$ cat src/rtl/qam16_rx_demapper_if.sv
// Sample-in / byte-out bus of the 16-QAM receive demapper.
// The slave side is the demapper; the master side is whoever feeds samples and consumes bytes.
interface qam16_rx_demapper_if;
    logic [6:0]        lfsr_seed;
    logic              lfsr_load;
    logic signed [7:0] I_in;
    logic signed [7:0] Q_in;
    logic              valid_in;
    logic              in_ready;
    logic [7:0]        data_out;
    logic              data_valid;
    logic              data_ready;
    logic [15:0]       sym_count;

    modport slave (
        input  lfsr_seed, lfsr_load, I_in, Q_in, valid_in, data_ready,
        output in_ready, data_out, data_valid, sym_count
    );

    modport master (
        output lfsr_seed, lfsr_load, I_in, Q_in, valid_in, data_ready,
        input  in_ready, data_out, data_valid, sym_count
    );
endinterface

$ cat src/rtl/qam16_rx_demapper.sv
// 16-QAM hard slicer + additive LFSR descrambler + nibble packer feeding a small byte FIFO.
// Completed bytes pass through a one-entry stage register before entering the FIFO.
module qam16_rx_demapper #(
    parameter int LEVEL_A    = 32,
    parameter int FIFO_DEPTH = 4
) (
    input logic                 clk,
    input logic                 reset_n,
    qam16_rx_demapper_if.slave  bus
);
    localparam int PW = $clog2(FIFO_DEPTH);
    localparam int CW = PW + 1;
    localparam logic signed [8:0] THR  = 9'(2 * LEVEL_A);
    localparam logic signed [8:0] NTHR = -THR;

    logic [6:0]    lfsr_q, lfsr_d, lfsr_n;
    logic          half_q, half_d;
    logic [3:0]    nib_hi_q, nib_hi_d;
    logic [7:0]    stage_q, stage_d;
    logic          stage_full_q, stage_full_d;
    logic [15:0]   sym_count_q, sym_count_d;
    logic [7:0]    mem_q [FIFO_DEPTH];
    logic [7:0]    mem_d [FIFO_DEPTH];
    logic [PW-1:0] wr_ptr_q, wr_ptr_d, rd_ptr_q, rd_ptr_d;
    logic [CW-1:0] count_q, count_d;
    logic [3:0]    raw, ks, nib;
    logic          accept, push, pop;

    function automatic logic [1:0] slice(input logic signed [7:0] x);
        logic signed [8:0] xs;
        xs = {x[7], x};
        if (xs >= THR)          return 2'b10;
        else if (xs >= 9'sd0)   return 2'b11;
        else if (xs >= NTHR)    return 2'b01;
        else                    return 2'b00;
    endfunction

    // Four LFSR steps per symbol; first keystream bit lands in ks[3] to pair with b3.
    always_comb begin
        raw    = {slice(bus.I_in), slice(bus.Q_in)};
        lfsr_n = lfsr_q;
        ks     = '0;
        for (int unsigned i = 0; i < 4; i++) begin
            ks     = {ks[2:0], lfsr_n[6] ^ lfsr_n[3]};
            lfsr_n = {lfsr_n[5:0], lfsr_n[6] ^ lfsr_n[3]};
        end
        nib = raw ^ ks;
    end

    assign bus.in_ready   = !bus.lfsr_load &&
                            ((count_q + CW'(stage_full_q)) < CW'(FIFO_DEPTH));
    assign bus.data_valid = (count_q != '0);
    assign bus.data_out   = mem_q[rd_ptr_q];
    assign bus.sym_count  = sym_count_q;

    assign accept = bus.valid_in && bus.in_ready;
    // in_ready reserves a slot for the staged byte, so the push never needs a space check.
    assign push   = stage_full_q && !bus.lfsr_load;
    assign pop    = bus.data_valid && bus.data_ready;

    always_comb begin
        lfsr_d       = lfsr_q;
        half_d       = half_q;
        nib_hi_d     = nib_hi_q;
        stage_d      = stage_q;
        stage_full_d = stage_full_q;
        sym_count_d  = sym_count_q;
        mem_d        = mem_q;
        wr_ptr_d     = wr_ptr_q;
        rd_ptr_d     = rd_ptr_q;
        count_d      = count_q + CW'(push) - CW'(pop);

        if (push) begin
            mem_d[wr_ptr_q] = stage_q;
            wr_ptr_d        = wr_ptr_q + 1'b1;
            stage_full_d    = 1'b0;
        end
        if (pop) begin
            rd_ptr_d = rd_ptr_q + 1'b1;
        end

        if (bus.lfsr_load) begin
            lfsr_d       = bus.lfsr_seed;
            half_d       = 1'b0;
            stage_full_d = 1'b0;
        end else if (accept) begin
            lfsr_d      = lfsr_n;
            half_d      = ~half_q;
            sym_count_d = sym_count_q + 16'd1;
            if (!half_q) begin
                nib_hi_d = nib;
            end else begin
                stage_d      = {nib_hi_q, nib};
                stage_full_d = 1'b1;
            end
        end
    end

    always_ff @(posedge clk or negedge reset_n) begin
        if (!reset_n) begin
            lfsr_q       <= '0;
            half_q       <= 1'b0;
            nib_hi_q     <= '0;
            stage_q      <= '0;
            stage_full_q <= 1'b0;
            sym_count_q  <= '0;
            mem_q        <= '{default: '0};
            wr_ptr_q     <= '0;
            rd_ptr_q     <= '0;
            count_q      <= '0;
        end else begin
            lfsr_q       <= lfsr_d;
            half_q       <= half_d;
            nib_hi_q     <= nib_hi_d;
            stage_q      <= stage_d;
            stage_full_q <= stage_full_d;
            sym_count_q  <= sym_count_d;
            mem_q        <= mem_d;
            wr_ptr_q     <= wr_ptr_d;
            rd_ptr_q     <= rd_ptr_d;
            count_q      <= count_d;
        end
    end
endmodule

$ cat src/flat_wrapper.sv
// flat-port wrapper written by rule: the top's interface ports become plain ports
module qam16_rx_demapper_flat 
#(
    parameter int LEVEL_A    = 32,
    parameter int FIFO_DEPTH = 4
)
  (clk, reset_n, bus_lfsr_seed, bus_lfsr_load, bus_I_in, bus_Q_in, bus_valid_in, bus_data_ready, bus_in_ready, bus_data_out, bus_data_valid, bus_sym_count);
  qam16_rx_demapper_if bus_i ();
  input logic clk;
  input logic reset_n;
  input wire logic [$bits(bus_i.lfsr_seed)-1:0] bus_lfsr_seed;
  input wire logic [$bits(bus_i.lfsr_load)-1:0] bus_lfsr_load;
  input wire logic [$bits(bus_i.I_in)-1:0] bus_I_in;
  input wire logic [$bits(bus_i.Q_in)-1:0] bus_Q_in;
  input wire logic [$bits(bus_i.valid_in)-1:0] bus_valid_in;
  input wire logic [$bits(bus_i.data_ready)-1:0] bus_data_ready;
  output wire logic [$bits(bus_i.in_ready)-1:0] bus_in_ready;
  output wire logic [$bits(bus_i.data_out)-1:0] bus_data_out;
  output wire logic [$bits(bus_i.data_valid)-1:0] bus_data_valid;
  output wire logic [$bits(bus_i.sym_count)-1:0] bus_sym_count;
  assign bus_i.lfsr_seed = bus_lfsr_seed;
  assign bus_i.lfsr_load = bus_lfsr_load;
  assign bus_i.I_in = bus_I_in;
  assign bus_i.Q_in = bus_Q_in;
  assign bus_i.valid_in = bus_valid_in;
  assign bus_i.data_ready = bus_data_ready;
  assign bus_in_ready = bus_i.in_ready;
  assign bus_data_out = bus_i.data_out;
  assign bus_data_valid = bus_i.data_valid;
  assign bus_sym_count = bus_i.sym_count;
  qam16_rx_demapper #(.LEVEL_A(LEVEL_A), .FIFO_DEPTH(FIFO_DEPTH)) u_core (.clk(clk), .reset_n(reset_n), .bus(bus_i));
endmodule
$ cat config.mk
export PLATFORM = sky130hd
export DESIGN_NAME = qam16_rx_demapper_flat
export DESIGN_NICKNAME = d
export VERILOG_FILES = /design/src/rtl/qam16_rx_demapper_if.sv /design/src/rtl/qam16_rx_demapper.sv /design/src/flat_wrapper.sv
export SDC_FILE = /design/constraint.sdc
export NUM_CORES = 1
export LEC_CHECK = 0
export ABC_AREA = 1
export BUFFER_PORTS_ARGS = -buffer_cell sky130_fd_sc_hd__buf_2
export CAP_MARGIN = 20
export CORE_ASPECT_RATIO = 1.2
export CORE_MARGIN = 3
export CORE_UTILIZATION = 57
export CTS_CLUSTER_SIZE = 20
export DETAILED_ROUTE_END_ITERATION = 6
export HOLD_SLACK_MARGIN = 0.05
export PLACE_DENSITY_LB_ADDON = 0.25
export SLEW_MARGIN = 0
export SYNTH_ARGS = -nofsm -noshare
export SYNTH_HDL_FRONTEND = slang
export SYNTH_SLANG_ARGS = --single-unit
$ cat constraint.sdc
create_clock -name clk -period 2.2 [get_ports clk]
set_clock_uncertainty 0.05 [all_clocks]
set_input_delay 0.11 -clock clk [delete_from_list [all_inputs] [get_ports clk]]
set_output_delay 0.11 -clock clk [all_outputs]
set_load 0.02 [all_outputs]
==> impl_metrics.env <==
export IMPL_initial_utilization_pct=59.1
export IMPL_ir_worst_vdd_mv=0.650
export IMPL_antenna_found_initial=0
export IMPL_use_met3_pct=4.25
export IMPL_grt_pass1_wl_um=12800
export IMPL_ys_types=27
export IMPL_crit_type="flip-flop to flip-flop"
export IMPL_grt_use_total_pct=21.4
export IMPL_cts_hold_buf=8
export IMPL_grt_busiest_layer="met2"
export IMPL_rows=32
export IMPL_cp_arrival_ps=2130
export IMPL_first_iter_violations=139
export IMPL_period_needed_ps=1960
export IMPL_overflow=0
export IMPL_status="finished, final reports clean"
export IMPL_drc=0
export IMPL_drv_cap=0
export IMPL_grt_max_degree=37
export IMPL_h_tree_depth=3
export IMPL_hold_ws_ps=66.5
export IMPL_clock_path_buffers=2
export IMPL_end_kind="flip-flop"
export IMPL_wire_per_inst_um=12.5
export IMPL_final_hold_viol_count=0
export IMPL_gp_congestion=0.795
export IMPL_detail_route_first_pass_iterations=4
export IMPL_p_per_area_nw_per_um2=1070
export IMPL_syn_nets=503
export IMPL_clock_sinks=76
export IMPL_period_share_pct=89.0
export IMPL_nNetsFinal=551
export IMPL_vias_per_cell=5.10
export IMPL_synth_xor_area_share_pct=3.88
export IMPL_cts_setup_buffers=0
export IMPL_critPathMaxFanout=5
export IMPL_synth_seq_cells=76
export IMPL_cts_buffers=9
export IMPL_setup_viol=0
export IMPL_syn_area_um2=3810
export IMPL_io_pins=54
export IMPL_rsz0062_at_grt="false"
export IMPL_drive_above_1_share_pct=15.0
export IMPL_grt_pass1_vias=2907
export IMPL_wirelength_um=7480
export IMPL_die_w_um=80.6
export IMPL_clockRootBuffer="clkbuf_8"
export IMPL_ys_warn_count=0
export IMPL_n_antenna_cell=0
export IMPL_hold_class="input pin to flip-flop"
export IMPL_clk_latency_ps=350
export IMPL_cp_required_ps=2380
export IMPL_seq_area_frac_synth_pct=49.9
export IMPL_areaGrowthSynthToFinish_pct=14.6
export IMPL_vias=3059
export IMPL_cp_start_kind="flip-flop"
export IMPL_ant_nets=0
export IMPL_max_freq_ghz=0.511
export IMPL_use_met2_pct=37.0
export IMPL_port_buffers=41
export IMPL_dieArea_um2=7700
export IMPL_fill_cells=560
export IMPL_cts_resized_gates=0
export IMPL_core_area_um2=6450
export IMPL_die_h_um=95.5
export IMPL_synthMuxAreaShare_pct=0
export IMPL_drv_slew=0
export IMPL_p_leak_uw=0.00219
export IMPL_cts_reportedPaths_clkPinSlew_ps=80
export IMPL_netlist_instances=463
export IMPL_syn_area_per_cell_um2=8.23
export IMPL_tritoncts="done"
export IMPL_synth_adder_area_share_pct=4.14
export IMPL_final_cell_mix="150 x nand2_1, 76 x dfrtp_1, 57 x o21ai_0"
export IMPL_slew_headroom_pct=55.4
export IMPL_hpwl_um=5230
export IMPL_synth_compound_area_share_pct=10.7
export IMPL_final_common_cell="nand2_1"
export IMPL_worst_pin_slew_ps=670
export IMPL_synthSimpleGateAreaFrac_pct=24.1
export IMPL_synth_top_family_by_area="simple AND/OR/NAND/NOR gates"
export IMPL_setup_tns_ps=0
export IMPL_use_met1_pct=26.3
[worst paths after layout]
path,endpoint,cells after the start,slack (ps),startpoint
hold / removal,u_core.rd_ptr_q[0],5,70,bus_data_ready
max in group asynchronous,u_core.wr_ptr_q[1],3,1170,reset_n
min in group asynchronous,u_core.mem_q[11],2,280,reset_n
setup reg to reg,u_core.count_q[2],10,240,u_core.count_q[1]
setup / recovery,u_core.count_q[2],10,240,u_core.count_q[1]
hold reg to reg,u_core.stage_q[6],2,420,u_core.stage_q[6]
[registers in the layout, indices dropped and copies added, names as in the netlist]
signal,cells
u_core.mem_q,32
u_core.bus.sym_count,16
u_core.stage_q,8
u_core.lfsr_q,7
u_core.nib_hi_q,4
u_core.count_q,3
u_core.rd_ptr_q,2
u_core.wr_ptr_q,2
u_core.half_q,1
u_core.stage_full_q,1
[critical path: stages, from the launching register on]
cell	delay, ps
dfrtp_1	460
nor2_1	110
nand2_1	70
nand2_1	70
inv_1	50
ha_1	280
inv_1	60
ha_1	130
inv_1	50
fa_1	370
xnor2_1	140
[synth_stat cells]
cell | count | share of area [%]
nand2_1 | 150 | 15
dfrtp_1 | 76 | 50
o21ai_0 | 57 | 7.5
inv_1 | 44 | 4.3
nor2_1 | 33 | 3.3
nand3_1 | 22 | 2.9
ha_1 | 11 | 3.6
xnor2_1 | 9 | 2.1
buf_2 | 8 | 1.1
o22ai_1 | 8 | 1.3
nand2_2 | 7 | 1.1
nand4_1 | 6 | 0.99
o21ai_1 | 6 | 0.79
xor2_1 | 6 | 1.4
buf_6 | 3 | 0.89
o21ai_2 | 3 | 0.69
buf_4 | 2 | 0.39
clkbuf_1 | 2 | 0.20
nor2_4 | 2 | 0.59
buf_1 | 1 | 0.098
fa_1 | 1 | 0.53
inv_2 | 1 | 0.098
inv_4 | 1 | 0.16
nand3_2 | 1 | 0.26
nand3b_1 | 1 | 0.20
o21ai_4 | 1 | 0.43
xor2_2 | 1 | 0.43
[layout make-up]
class                   instances  area (um2)  area share [%]
flip-flops and latches         76        1900            43.6
multi-input cells             325        1630            37.4
clock buffers                  12         165            3.78
repair buffers                 53         340            7.80
clock inverters                 3        45.0            1.03
well taps                      85         106            2.44
inverters                      46         175            4.01
[cell families after synthesis]
kind of cell / count (synthesis)
buf+inv: 62
compound gates: 75
flops: 76
simple gates: 222
xor+xnor: 16
fa+ha+maj: 12
[stage by stage]
step / area (um2) / worst slack (ps) / utilization, % / std cells / power [uW]
after floorplan: 3810 / 215 / - / 463 / 3120
after global placement: 4080 / 301 / 63.2 / 577 / 3540
after detailed placement: 4080 / 256 / 63.2 / 577 / 3600
after CTS: 4370 / 240 / 67.7 / 600 / 4720
after global routing: 4370 / 111 / 67.7 / 600 / 5030
final: 4370 / 243 / 67.7 / 600 / 4680
[report_power, final]
group          switching (uW)  leakage (uW)  internal [uW]
Clock                     497      0.000101            611
Combinational            1030       0.00107            580
Sequential                272       0.00101           1690
Total                    1800       0.00219           2880
[routing by layer]
metal	wire length [um]	up-vias
li1	-	1562
met2	3770	54
met3	288	13
met5	0	-
met4	115	0
met1	3300	1430
Power figures use the tool's default switching activity.
